--- config.mk ---
export PLATFORM = sky130hd
export DESIGN_NAME = lcd_capture_vga
export DESIGN_NICKNAME = d
export VERILOG_FILES = /design/src/rtl/lcd_vga_pkg.sv /design/src/rtl/sync_filter.sv /design/src/rtl/lcd_capture_vga.sv
export SDC_FILE = /design/constraint.sdc
export NUM_CORES = 1
export LEC_CHECK = 0
export ABC_AREA = 1
export CORE_MARGIN = 4
export CORE_UTILIZATION = 57
export DETAILED_ROUTE_END_ITERATION = 10
export GPL_TIMING_DRIVEN = 0
export PLACE_DENSITY = 0.81
export SLEW_MARGIN = 5
export SYNTH_ARGS = -nofsm -noshare
export SYNTH_HDL_FRONTEND = slang
export SYNTH_HIERARCHICAL = 1
export SYNTH_SLANG_ARGS = --single-unit
--- constraint.sdc ---
create_clock -name clk -period 5.2 [get_ports clk]
set_clock_uncertainty 0.1 [all_clocks]
set_input_delay 1.04 -clock clk [delete_from_list [all_inputs] [get_ports clk]]
set_output_delay 1.04 -clock clk [all_outputs]
set_load 0.01 [all_outputs]
--- src/rtl/lcd_vga_pkg.sv ---
// Shared constants and helpers for the LCD capture / VGA scan-out block.
package lcd_vga_pkg;

  localparam int DEF_SRC_W      = 160;
  localparam int DEF_SRC_H      = 144;
  localparam int DEF_SCALE      = 4;
  localparam int DEF_H_FP       = 120;
  localparam int DEF_H_SYNC     = 128;
  localparam int DEF_H_BP       = 168;
  localparam int DEF_V_FP       = 13;
  localparam int DEF_V_SYNC     = 4;
  localparam int DEF_V_BP       = 35;
  localparam int DEF_FILTER_LEN = 3;
  localparam int DEF_COLOR_BITS = 2;
  localparam int DEF_TIMEOUT    = 2000000;

  // Grey ramp for 2-bit channels: index i shows level ~i on r, g and b.
  localparam logic [23:0] DEF_PALETTE = {6'b000000, 6'b010101, 6'b101010, 6'b111111};

  // Visible length of an upscaled axis (H_VIS / V_VIS).
  function automatic int vis_len(input int src, input int scale);
    return src * scale;
  endfunction

  // Total length of an axis including porches and sync (H_TOT / V_TOT).
  function automatic int tot_len(input int src, input int scale, input int fp,
                                 input int sync, input int bp);
    return src * scale + fp + sync + bp;
  endfunction

  // LSB position of palette entry idx inside the packed palette bus.
  function automatic int pal_lsb(input int idx, input int cb);
    return idx * 3 * cb;
  endfunction

endpackage

--- src/rtl/sync_filter.sv ---
// Glitch filter for one asynchronous input: the filtered state only changes
// after FILTER_LEN consecutive equal samples; rise/fall pulse for one cycle
// together with the state change.
module sync_filter
  import lcd_vga_pkg::*;
#(
  parameter int FILTER_LEN = DEF_FILTER_LEN
) (
  input  logic clk,
  input  logic reset,
  input  logic raw,
  output logic state,
  output logic rise,
  output logic fall
);

  logic [FILTER_LEN-1:0] samples;
  logic                  all_high;
  logic                  all_low;

  assign all_high = &samples;
  assign all_low  = ~|samples;

  // Shift in the raw pin and flip the state once every sample agrees.
  always_ff @(posedge clk) begin
    if (reset) begin
      samples <= '0;
      state   <= 1'b0;
      rise    <= 1'b0;
      fall    <= 1'b0;
    end else begin
      samples <= {samples[FILTER_LEN-2:0], raw};
      rise    <= all_high && !state;
      fall    <= all_low && state;
      if (all_high)
        state <= 1'b1;
      else if (all_low)
        state <= 1'b0;
    end
  end

endmodule

--- src/rtl/lcd_capture_vga.sv ---
// Captures a filtered 2-bpp LCD stream into an external framebuffer by x/y
// and scans it out as integer-scaled VGA through a 4-entry palette; shows
// colour bars while the input has no vsync.
module lcd_capture_vga
  import lcd_vga_pkg::*;
#(
  parameter int SRC_W      = DEF_SRC_W,
  parameter int SRC_H      = DEF_SRC_H,
  parameter int SCALE      = DEF_SCALE,
  parameter int H_FP       = DEF_H_FP,
  parameter int H_SYNC     = DEF_H_SYNC,
  parameter int H_BP       = DEF_H_BP,
  parameter int V_FP       = DEF_V_FP,
  parameter int V_SYNC     = DEF_V_SYNC,
  parameter int V_BP       = DEF_V_BP,
  parameter bit HSYNC_POL  = 1'b1,
  parameter bit VSYNC_POL  = 1'b1,
  parameter int FILTER_LEN = DEF_FILTER_LEN,
  parameter int COLOR_BITS = DEF_COLOR_BITS,
  parameter int TIMEOUT    = DEF_TIMEOUT,
  parameter int FB_AW      = $clog2(SRC_W * SRC_H)
) (
  input  logic                    clk,
  input  logic                    reset,
  input  logic                    lcd_clk,
  input  logic                    lcd_hsync,
  input  logic                    lcd_vsync,
  input  logic [1:0]              lcd_data,
  input  logic [12*COLOR_BITS-1:0] palette,
  output logic                    fb_wr_en,
  output logic [FB_AW-1:0]        fb_wr_addr,
  output logic [1:0]              fb_wr_data,
  output logic [FB_AW-1:0]        fb_rd_addr,
  input  logic [1:0]              fb_rd_data,
  output logic                    vga_hsync,
  output logic                    vga_vsync,
  output logic [COLOR_BITS-1:0]   vga_r,
  output logic [COLOR_BITS-1:0]   vga_g,
  output logic [COLOR_BITS-1:0]   vga_b,
  output logic                    signal_lost
);

  localparam int H_VIS = vis_len(SRC_W, SCALE);
  localparam int V_VIS = vis_len(SRC_H, SCALE);
  localparam int H_TOT = tot_len(SRC_W, SCALE, H_FP, H_SYNC, H_BP);
  localparam int V_TOT = tot_len(SRC_H, SCALE, V_FP, V_SYNC, V_BP);
  localparam int SHIFT = $clog2(SCALE);
  localparam int HW    = $clog2(H_TOT);
  localparam int VW    = $clog2(V_TOT);
  localparam int XW    = $clog2(SRC_W + 1);
  localparam int YW    = $clog2(SRC_H + 1);
  localparam int TW    = $clog2(TIMEOUT + 1);
  localparam int CB3   = 3 * COLOR_BITS;

  localparam logic [HW-1:0] H_LAST     = HW'(H_TOT - 1);
  localparam logic [VW-1:0] V_LAST     = VW'(V_TOT - 1);
  localparam logic [HW-1:0] H_VIS_C    = HW'(H_VIS);
  localparam logic [VW-1:0] V_VIS_C    = VW'(V_VIS);
  localparam logic [HW-1:0] H_HS_START = HW'(H_VIS + H_FP);
  localparam logic [HW-1:0] H_HS_END   = HW'(H_VIS + H_FP + H_SYNC);
  localparam logic [VW-1:0] V_VS_START = VW'(V_VIS + V_FP);
  localparam logic [VW-1:0] V_VS_END   = VW'(V_VIS + V_FP + V_SYNC);
  localparam logic [HW-1:0] BAR1       = HW'(H_VIS / 4);
  localparam logic [HW-1:0] BAR2       = HW'(2 * (H_VIS / 4));
  localparam logic [HW-1:0] BAR3       = HW'(3 * (H_VIS / 4));

  // ---------------- input filtering ----------------
  logic vs_state, vs_rise, vs_fall;
  logic hs_state, hs_rise, hs_fall;
  logic ck_state, ck_rise, ck_fall;
  logic unused_filter;

  sync_filter #(.FILTER_LEN(FILTER_LEN)) u_vs_filter (
    .clk(clk), .reset(reset), .raw(lcd_vsync),
    .state(vs_state), .rise(vs_rise), .fall(vs_fall));
  sync_filter #(.FILTER_LEN(FILTER_LEN)) u_hs_filter (
    .clk(clk), .reset(reset), .raw(lcd_hsync),
    .state(hs_state), .rise(hs_rise), .fall(hs_fall));
  sync_filter #(.FILTER_LEN(FILTER_LEN)) u_ck_filter (
    .clk(clk), .reset(reset), .raw(lcd_clk),
    .state(ck_state), .rise(ck_rise), .fall(ck_fall));

  assign unused_filter = ^{vs_state, vs_fall, hs_state, hs_rise, ck_state, ck_rise};

  // ---------------- capture ----------------
  logic [XW-1:0]    x, x_nxt;
  logic [YW-1:0]    y, y_nxt;
  logic             pix_ok;
  logic [FB_AW-1:0] pix_addr;

  // Apply vsync, then hsync, then the pixel, so a pixel coinciding with a
  // sync lands on the freshly updated position.
  always_comb begin
    x_nxt = x;
    y_nxt = y;
    if (vs_rise) begin
      x_nxt = '0;
      y_nxt = '0;
    end
    if (hs_fall && x_nxt != '0) begin
      x_nxt = '0;
      if (y_nxt != YW'(SRC_H))
        y_nxt = y_nxt + YW'(1);
    end
    pix_ok   = ck_fall && (x_nxt < XW'(SRC_W)) && (y_nxt < YW'(SRC_H));
    pix_addr = FB_AW'(y_nxt) * FB_AW'(SRC_W) + FB_AW'(x_nxt);
    if (ck_fall && x_nxt != XW'(SRC_W))
      x_nxt = x_nxt + XW'(1);
  end

  // Position registers and the one-cycle framebuffer write strobe.
  always_ff @(posedge clk) begin
    if (reset) begin
      x          <= '0;
      y          <= '0;
      fb_wr_en   <= 1'b0;
      fb_wr_addr <= '0;
      fb_wr_data <= '0;
    end else begin
      x        <= x_nxt;
      y        <= y_nxt;
      fb_wr_en <= pix_ok;
      if (pix_ok) begin
        fb_wr_addr <= pix_addr;
        fb_wr_data <= lcd_data;
      end
    end
  end

  // ---------------- input-loss timer ----------------
  logic [TW-1:0] to_cnt;

  // Down-counter armed by each input vsync; hitting zero flags signal loss.
  always_ff @(posedge clk) begin
    if (reset) begin
      to_cnt      <= '0;
      signal_lost <= 1'b1;
    end else if (vs_rise) begin
      to_cnt      <= TW'(TIMEOUT);
      signal_lost <= 1'b0;
    end else if (to_cnt != '0) begin
      to_cnt <= to_cnt - TW'(1);
      if (to_cnt == TW'(1))
        signal_lost <= 1'b1;
    end
  end

  // ---------------- VGA timing (k0) ----------------
  logic [HW-1:0] h;
  logic [VW-1:0] v;
  logic          visible, hs_act, vs_act;

  // Raster counters: h wraps every line, v advances on each h wrap.
  always_ff @(posedge clk) begin
    if (reset) begin
      h <= '0;
      v <= '0;
    end else if (h == H_LAST) begin
      h <= '0;
      v <= (v == V_LAST) ? '0 : v + VW'(1);
    end else begin
      h <= h + HW'(1);
    end
  end

  assign visible    = (h < H_VIS_C) && (v < V_VIS_C);
  assign hs_act     = (h >= H_HS_START) && (h < H_HS_END);
  assign vs_act     = (v >= V_VS_START) && (v < V_VS_END);
  assign fb_rd_addr = visible ? FB_AW'(v >> SHIFT) * FB_AW'(SRC_W) + FB_AW'(h >> SHIFT) : '0;

  // ---------------- k1: RAM data arrives ----------------
  logic [HW-1:0] h_k1;
  logic          vis_k1, hs_k1, vs_k1;

  // Delay raster state by one cycle to line up with fb_rd_data.
  always_ff @(posedge clk) begin
    if (reset) begin
      h_k1   <= '0;
      vis_k1 <= 1'b0;
      hs_k1  <= 1'b0;
      vs_k1  <= 1'b0;
    end else begin
      h_k1   <= h;
      vis_k1 <= visible;
      hs_k1  <= hs_act;
      vs_k1  <= vs_act;
    end
  end

  // ---------------- k2: palette lookup ----------------
  logic [CB3-1:0] pal_entry [4];
  logic [1:0]     idx;
  logic [CB3-1:0] entry;

  for (genvar i = 0; i < 4; i++) begin : g_pal
    assign pal_entry[i] = palette[pal_lsb(i, COLOR_BITS) +: CB3];
  end

  // Colour-bar index replaces framebuffer data while the input is lost.
  always_comb begin
    idx = fb_rd_data;
    if (signal_lost) begin
      if (h_k1 >= BAR3)
        idx = 2'd3;
      else if (h_k1 >= BAR2)
        idx = 2'd2;
      else if (h_k1 >= BAR1)
        idx = 2'd1;
      else
        idx = 2'd0;
    end
    entry = pal_entry[idx];
  end

  // Registered VGA outputs, blanked outside the visible window.
  always_ff @(posedge clk) begin
    if (reset) begin
      vga_hsync <= ~HSYNC_POL;
      vga_vsync <= ~VSYNC_POL;
      vga_r     <= '0;
      vga_g     <= '0;
      vga_b     <= '0;
    end else begin
      vga_hsync <= hs_k1 ? HSYNC_POL : ~HSYNC_POL;
      vga_vsync <= vs_k1 ? VSYNC_POL : ~VSYNC_POL;
      vga_r     <= vis_k1 ? entry[CB3-1 -: COLOR_BITS] : '0;
      vga_g     <= vis_k1 ? entry[2*COLOR_BITS-1 -: COLOR_BITS] : '0;
      vga_b     <= vis_k1 ? entry[COLOR_BITS-1:0] : '0;
    end
  end

endmodule

### Word level (Yosys, flattened, before mapping)

Cells that the tools add are included.

* $add $sub $neg: 7
* $mul: 2
* $lt $le $gt $ge: 12
* eq/ne operators: 8
* mux-type cells: 28
* bitwise operators: 2
* reduce and logical (&&, ||, !) cells: 27

Operators with widths (count)
* two-way mux 8 bit: 6
* two-way mux 21 bit: 2
* >= comparator 11 x 9 -> 1 bit (second input constant): 2
* less-than comparator 11 x 10 -> 1 bit (second input constant): 2
* == test 21 x 1 -> 1 bit (second input constant): 1
* nonzero test 21 bit: 1
* subtractor 21 x 1 -> 21 bit (second input constant): 1
* less-than comparator 10 bit (second input constant): 2
* multiplier 8 x 3 -> 10 bit (second input constant): 2
* adder 8 x 1 -> 8 bit (second input constant): 2
* less-than comparator 8 bit (second input constant): 2
* inequality test 8 bit (second input constant): 2
* adder 15 x 8 -> 15 bit: 1
* adder 15 x 9 -> 15 bit: 1
* two-way mux 15 bit: 1
* binary-select mux 6 bit (select 2 bit): 1
* two-way mux 1 bit: 12
* two-way mux 6 bit: 2
* adder 11 x 1 -> 11 bit (second input constant): 1
* == test 11 bit (second input constant): 1
* >= comparator 11 x 10 -> 1 bit (second input constant): 1
* >= comparator 11 x 8 -> 1 bit (second input constant): 1
* adder 10 x 1 -> 10 bit (second input constant): 1
* == test 10 bit (second input constant): 1
* other kinds (15): 37

* flip-flop bits (word level): 114
* input port bits: 33
* output and inout port bits: 42

### Longest topological paths before layout

Gate-level depths: netlist of run 1.

* depth after elaboration: 9
* depth in mapped cells: 27

### By module

The synthesis of run 1 kept the hierarchy.

Modules (own cells, without submodules)
* lcd_capture_vga: times used 1, cells each 865, area an instance 5895.7 um^2, seq. area each 1881.8 um^2
* sync_filter: times used 3, cells each 23, area an instance 195.2 um^2, seq. area each 120.1 um^2

### Worst setup path before layout of run 1

Ideal clock, no wire load.

* path kind: register -> register
* start: register u_vs_filter.rise
* end: register fb_wr_addr[14]
* arrival time: 3.578 ns
* required time: 4.991 ns
* path slack: 1.413 ns
* stages on the path, launching flop included: 22
* path buffers: 3
* path through: dfxtp_1 > inv_2 > buf_6 > buf_2 > buf_1 > nand2_1 > ha_1 > inv_1 > o21ai_0 > ha_1 > ha_1 > fa_1 > xnor2_1 > nand3b_1 > nor2_1 > nand3_1 > inv_1 > nand2_1 > nand2_1 > nand2_1 > nand2_1 > inv_1

* elaborated cells on any way between the ends: 15

RTL lines
* start: declaration: line sync_filter.sv:13 `output logic rise,`
* start signal: assignment: line sync_filter.sv:33 `rise <= all_high && !state;`
* two-way mux 8 bit: line lcd_capture_vga.sv:96 `if (vs_rise) begin`
* adder 8 x 1 -> 8 bit (tied with other cells): line lcd_capture_vga.sv:103 `y_nxt = y_nxt + YW'(1);`
* two-way mux 8 bit / logical AND 1 bit (equally long branches): line lcd_capture_vga.sv:102, lcd_capture_vga.sv:100
* two-way mux 8 bit (*): line lcd_capture_vga.sv:100 `if (hs_fall && x_nxt != '0) begin`
* named net y_nxt[1]: line lcd_capture_vga.sv:87 `logic [YW-1:0] y, y_nxt;`
* multiplier 8 x 3 -> 10 bit / less-than comparator 8 bit (equally long branches): line lcd_capture_vga.sv:106, lcd_capture_vga.sv:105
* adder 15 x 8 -> 15 bit / logical AND 1 bit (equally long branches): line lcd_capture_vga.sv:106, lcd_capture_vga.sv:105
* end signal: assignment: line lcd_capture_vga.sv:124 `fb_wr_addr <= pix_addr;`
* end: declaration: line lcd_capture_vga.sv:31 `output logic [FB_AW-1:0] fb_wr_addr,`

Mark *: on every way through the listed nets, which the timed path passes. The rest lies on a longest branch.
A chain may end at the register's enable or synchronous reset.

### Worst setup path in the final report of run 1

Same ends and word-level chain as after synthesis.

==> summary.txt, run 1 <==
Route
  – Via count: 6099
  – Post-DR vias/cell: 5.267
  – 1st-pass router iterations: 4
  – Avg WL per Cell: 12.38 µm
  – Final WL: 14330 µm
  – Detailed Route Iter0 Violations: 381
  – Routed Antenna Nets: 0
  – Residual DRC: 0

Global routing
  – Largest net degree at the start of global routing: 23
  – First-pass GRT wire length: 24880 µm
  – Initial antenna violation count: 0
  – All-Layer GR Usage: 22.92%
  – Gr ovfl total: 0
  – Number of global-route vias before repair: 5656

Timing
  – Setup tns final: 0 ps
  – Min Tclk post-route: 4538 ps
  – Final period util: 87.26%
  – Max Freq: 0.2204 GHz
  – RSZ-0062 raised after global routing: no
  – Max-slew violation count: 0
  – Final hold vios: 0
  – # setup viols final: 0
  – Worst rel slew slack: 35.36%
  – Worst-Margin Slew: 969.6 ps

Placed design
  – PortBufs: 74
  – Hpwl dp: 10960 µm
  – Gpl congestion: 0.9193

Logic synthesis
  – Post-Syn Area: 0.006401 mm²
  – Mean Syn Cell Area: 6.898 µm²
  – Post-Synthesis Cells: 928
  – Synth warn: 6
  – Mapped Nets: 1006

Layout
  – Area grow syn2layout: 19.10%
  – Multi-input logic area: 0.003612 mm²
  – Antenna diode count: 0
  – Layout Nets: 1091
  – Util after Layout: 69.71%
  – Layout cells sized above 1: 6.680%
  – Most common cell after layout, fill and taps aside: nand2_1
  – Register Area: 0.002182 mm²
  – Filler instances: 979
  – Most frequent cells in the layout: nand2_1, nor2_1, inv_1, dfxtp_1, clkdlybuf4s50_1

Min path
  – Worst hold-check path type: reg -> reg

Setup path
  – Critical path arrival: 4700 ps
  – Cell family with most CP delay: adder cells
  – Endpoint class of the critical path: flip-flop
  – CP max stage cell: o21ai_0
  – Crit-path max FO: 10
  – CP Cell Sequence: inv_2 -> buf_6 -> buf_2 -> buf_1 -> nand2_1 -> ha_1 -> inv_1 -> o21ai_0 -> ha_1 -> ha_1 -> fa_1 -> xnor2_1 -> nand3b_1 -> nor2_1 -> nand3_1 -> inv_1 -> nand2_1 -> nand2_1 -> nand2_1 -> nand2_1 -> inv_1
  – CP most frequent cell: nand2_1
  – Startpoint types: flip-flop
  – Worst path required time: 5370 ps
  – WP buf/inv: 7
  – Critical path class: reg -> reg
  – Max incr delay on CP: 540 ps

Pwr
  – Flop pwr share: 42.3%
  – Sw Pwr: 790.2 µW
  – Switching share of total power: 34.82%
  – P_int: 1.479 mW
  – Power Density: 297.7 mW/mm²
  – Leakage: 3.554 nW
  – Clk pwr share: 31.0%
  – Tot Pwr: 2.269 mW
  – Worst VDD drop: 0.2362 mV
  – Part of the power in combinational logic: 26.7%

Floorplanning
  – Die ar.: 0.01299 mm²
  – Row count: 38
  – Die X: 114.0 µm
  – Initial Util: 58.54%
  – Core area: 0.01094 mm²
  – # IOs: 75
  – Chip Height: 114.0 µm

Clock tree
  – CTS sink cnt: 109
  – CTS tree: done
  – Later-pin clock latency in the skew report: 360 ps
  – Post-CTS Hold Buffers: 0
  – Post-CTS Setup Inserts: 0
  – Htree depth: 3
  – CTS root buf: clkbuf_16
  – Post-CTS Resized: 0
  – CTS clk-pin slew, worst paths: 80 ps
  – Num CTS Buffers: 9
  – Clk buf depth: 2

Run status
  – Status: finished clean

Job
  – Max cap viols: 0
-- worst paths after layout --
path,from,to,slack [ps],cells past startpoint
worst min register to register,vs_k1$_SDFF_PP0_,vga_vsync$_SDFF_PP0_,320,2
worst max register to register,u_vs_filter/rise$_SDFF_PP0_,fb_wr_addr[14]$_SDFFE_PP0P_,660,21
worst min-delay path,vs_k1$_SDFF_PP0_,vga_vsync$_SDFF_PP0_,320,2
worst max-delay path,u_vs_filter/rise$_SDFF_PP0_,fb_wr_addr[14]$_SDFFE_PP0P_,660,21
-- cell type report --
type | instances | share of cell area, %
Clock buffer | 9 | 2.954
Clock inverter | 7 | 1.067
Inverter | 136 | 6.696
Multi-Input combinational cell | 665 | 47.38
Buffer | 18 | 1.264
Sequential cell | 109 | 28.62
Tap cell | 140 | 2.298
Timing Repair Buffer | 74 | 9.716
-- registers in the layout, summed over array words and instances, names as in the netlist, 2 cells and up --
name	cells
to_cnt	21
v	10
u_hs_filter/samples	3
vga_r	2
h_k1	6
y	8
vga_g	2
h	11
fb_wr_addr	15
fb_wr_data	2
vga_b	2
u_vs_filter/samples	3
x	8
u_ck_filter/samples	3
-- stage by stage --
| stage | std cells | setup slack, ps | hold slack (ps) | cell area, µm² |
|---|---|---|---|---|
| global route | 1158 | 381.5 | 331.8 | 7624 |
| global placement | 1142 | 723.3 | 308.1 | 7317 |
| finish | 1158 | 662.3 | 317.9 | 7624 |
| CTS | 1158 | 692.9 | 321.4 | 7624 |
| detailed placement | 1142 | 737.2 | 310.9 | 7317 |
| floorplan | 928 | 1413 | 288.3 | 6401 |
-- per-layer routing --
layer | GRT usage, % | up-vias | routed length, µm
met5 | 0 | - | 0
met2 | 37.63 | 174 | 6379
met3 | 4.085 | 23 | 943
li1 | - | 3171 | -
met1 | 31.13 | 2731 | 6736
met4 | 6.255 | 0 | 273
-- worst reg2reg max path: stages, from the launching register on --
cell and delay, ps:
dfxtp_1 400, inv_2 140, buf_6 150, buf_2 220
buf_1 390, nand2_1 110, ha_1 300, inv_1 30
o21ai_0 540, ha_1 360, ha_1 230, fa_1 430
xnor2_1 180, nand3b_1 190, nor2_1 170, nand3_1 120
inv_1 60, nand2_1 50, nand2_1 90, nand2_1 60
nand2_1 70, inv_1 40
-- power by group through the flow --
stage | clock network, mW | logic [mW] | registers, mW
final | 0.702 | 0.606 | 0.961
after global routing | 0.751 | 0.704 | 0.969
after CTS | 0.712 | 0.603 | 0.960
after detailed placement | 0 | 0.597 | 0.977
after global placement | 0 | 0.583 | 0.976
after floorplan | 0 | 0.467 | 0.964
Note: power is estimated with default switching activity, not from simulation.
==> run 2, diff against run 1 <==
--- a/config.mk
+++ b/config.mk
@@ -6,7 +6,7 @@
 export NUM_CORES = 1
 export LEC_CHECK = 0
 export ABC_AREA = 1
-export CORE_MARGIN = 4
+export CORE_MARGIN = 1
 export CORE_UTILIZATION = 57
 export DETAILED_ROUTE_END_ITERATION = 10
 export GPL_TIMING_DRIVEN = 0
==> run 2 against run 1 <==
Against the previous run: clock-buffer cell count increased by 1; register-to-register slack got worse by 130 ps; design area decreased by 1.6%; core utilization decreased by 0.79 points; flip-flop and latch count unchanged; global-route usage increased by 2.6 points; die area decreased by 10%; via count decreased by 0.57%; sequential power about the same; clock power decreased by 26%; largest cell class unchanged; largest power group unchanged; highest routed layer unchanged.
==> summary.txt, run 2 (synthesis results as in run 1) <==
Run status
  – Status: finished clean

Global routing
  – Gr ovfl total: 0 (unchanged)
  – First-pass GRT wire length: 23730 µm (-4.6%)
  – Initial antenna violation count: 0 (unchanged)
  – Number of global-route vias before repair: 5380 (-4.9%)
  – Largest net degree at the start of global routing: 19 (-17%)
  – All-Layer GR Usage: 25.48% (+2.6 points)

Timing
  – Min Tclk post-route: 4669 ps (+131.7 ps)
  – Max-slew violation count: 0 (unchanged)
  – Worst-Margin Slew: 900.5 ps (-69.14 ps)
  – Final worst setup slack: 530.6 ps (-131.7 ps)
  – RSZ-0062 raised after global routing: no
  – Final hold vios: 0 (unchanged)
  – # setup viols final: 0 (unchanged)
  – Final period util: 89.80% (+2.5 points)
  – Worst rel slew slack: 39.97% (+4.6 points)
  – Max Freq: 0.2142 GHz (-2.8%)
  – Setup tns final: 0 ps (unchanged)

Route
  – Final WL: 14000 µm (-2.4%)
  – Post-DR vias/cell: 5.241 (-0.49%)
  – Avg WL per Cell: 12.10 µm (-2.3%)
  – Detailed Route Iter0 Violations: 355 (-6.8%)
  – Via count: 6064 (-0.57%)
  – Residual DRC: 0 (unchanged)
  – 1st-pass router iterations: 5 (+1)
  – Routed Antenna Nets: 0 (unchanged)

Setup path
  – Crit-path max FO: 10 (unchanged)
  – CP Cell Sequence: inv_2 -> buf_6 -> buf_2 -> buf_1 -> nand2_1 -> ha_1 -> inv_1 -> o21ai_0 -> ha_1 -> ha_1 -> fa_1 -> xnor2_1 -> nand3b_1 -> nor2_1 -> nand3_1 -> inv_1 -> nand2_1 -> nand2_1 -> nand2_1 -> nand2_1 -> inv_1
  – Startpoint types: flip-flop
  – Endpoint class of the critical path: flip-flop
  – Critical path arrival: 4860 ps (+160 ps)
  – Worst path required time: 5390 ps (+20 ps)
  – Max incr delay on CP: 600 ps (+60 ps)
  – CP most frequent cell: nand2_1
  – FF-to-FF path depth: 21 (unchanged)
  – CP max stage cell: o21ai_0
  – Critical path class: reg -> reg

Pwr
  – Leakage: 3.497 nW (-1.6%)
  – Clk pwr share: 24.9% (-6.1 points)
  – P_int: 1.357 mW (-8.3%)
  – Flop pwr share: 46.1% (+3.8 points)
  – Switching share of total power: 34.76% (-0.060 points)
  – Sw Pwr: 723.0 µW (-8.5%)
  – Worst VDD drop: 0.2045 mV (-13%)
  – Power Density: 277.2 mW/mm² (-6.9%)
  – Part of the power in combinational logic: 29.0% (+2.3 points)

Layout
  – Most frequent cells in the layout: nand2_1, nor2_1, inv_1, dfxtp_1, clkdlybuf4s50_1
  – Most common cell after layout, fill and taps aside: nand2_1
  – Area grow syn2layout: 17.24%
  – Layout cells sized above 1: 6.490% (-0.19 points)
  – Max FFs per register: 21 (unchanged)
  – Register Area: 0.002182 mm² (unchanged)
  – Biggest register: to_cnt
  – Layout Nets: 1091 (unchanged)
  – Biggest regs: to_cnt x21, fb_wr_addr x15, h x11
  – Antenna diode count: 0 (unchanged)
  – Multi-input logic area: 0.003612 mm² (unchanged)
  – Filler instances: 953 (-2.7%)

Floorplanning
  – Die ar.: 0.01166 mm² (-10%)
  – Initial Util: 58.79% (+0.26 points)
  – Chip Height: 108.0 µm (-5.3%)
  – Row count: 38 (unchanged)
  – Core area: 0.01089 mm² (-0.44%)
  – Die X: 108.0 µm (-5.3%)
  – # IOs: 75 (unchanged)

Clock tree
  – CTS tree: done
  – Clk buf depth: 2 (unchanged)
  – Post-CTS Resized: 0 (unchanged)
  – Htree depth: 3 (unchanged)
  – CTS clk-pin slew, worst paths: 100 ps (+20 ps)
  – Later-pin clock latency in the skew report: 390 ps (+30 ps)
  – Post-CTS Setup Inserts: 0 (unchanged)
  – Post-CTS Hold Buffers: 0 (unchanged)
  – CTS root buf: clkbuf_8
  – CTS sink cnt: 109 (unchanged)
  – Num CTS Buffers: 9 (unchanged)

Placed design
  – PortBufs: 74 (unchanged)
  – Gpl congestion: 0.8844 (-3.8%)
  – Dpl ws: 571.7 ps (-165.4 ps)
  – Hpwl dp: 10860 µm (-0.93%)

Min path
  – Hold Path Depth: 2 (unchanged)
  – Worst hold-check path type: reg -> reg

Job
  – Max cap viols: 0 (unchanged)
[run 2: cell count changes in the layout (fill, tap and decap cells not counted), sizes merged]
cell      delta
inv          -3
clkinv       -1
clkinvlp     +1
bufinv       +1
clkbuf       +1
[run 2: cell type report]
class | instances | share of cell area [%]
flip-flops and latches | 109 | 29.08
multi-input cells | 665 | 48.13
inverters | 136 | 6.802
plain buffers | 18 | 1.284
clock buffers | 10 | 1.701
repair buffers | 74 | 9.870
well taps | 140 | 2.334
clock inverters | 5 | 0.8003
[run 2: worst paths after layout]
kind	start	slack, ps	endpoint
setup reg to reg	u_vs_filter/rise$_SDFF_PP0_	530	fb_wr_addr[14]$_SDFFE_PP0P_
hold reg to reg	vs_k1$_SDFF_PP0_	320	vga_vsync$_SDFF_PP0_
setup / recovery	u_vs_filter/rise$_SDFF_PP0_	530	fb_wr_addr[14]$_SDFFE_PP0P_
hold / removal	vs_k1$_SDFF_PP0_	320	vga_vsync$_SDFF_PP0_
[run 2: power groups by stage]
stage	clock [mW]	sequential (mW)	combinational, mW
finish	0.518	0.960	0.603
global route	0.565	0.970	0.689
CTS	0.529	0.959	0.600
detailed placement	0	0.976	0.598
global placement	0	0.976	0.582
floorplan	0	0.964	0.467
[run 2: worst max-delay path: cells and delay by family (launching register included)]
kind	cells	cell delay, ps
fa+ha+maj	4	1320
buf+inv	7	1060
simple gates	8	900
compound gates	1	600
flops	1	410
xor+xnor	1	180
[run 2: routing by layer]
layer	GRT usage [%]	wire length, µm
met5	0	0
met4	7.534	183
met3	5.124	844
met2	41.13	6172
met1	34.30	6794
[run 2: metrics by stage]
step                      instance area, µm²  cells  util (%)  power (mW)  hold slack, ps
after floorplan                         6401    928         -       1.430           288.3
after global placement                  7317   1142     67.20       1.558           310.8
after detailed placement                7317   1142     67.20       1.575           314.4
after CTS                               7505   1157     68.93       2.088           330.1
after global routing                    7505   1157     68.93       2.225           341.4
final                                   7505   1157     68.93       2.080           323.7
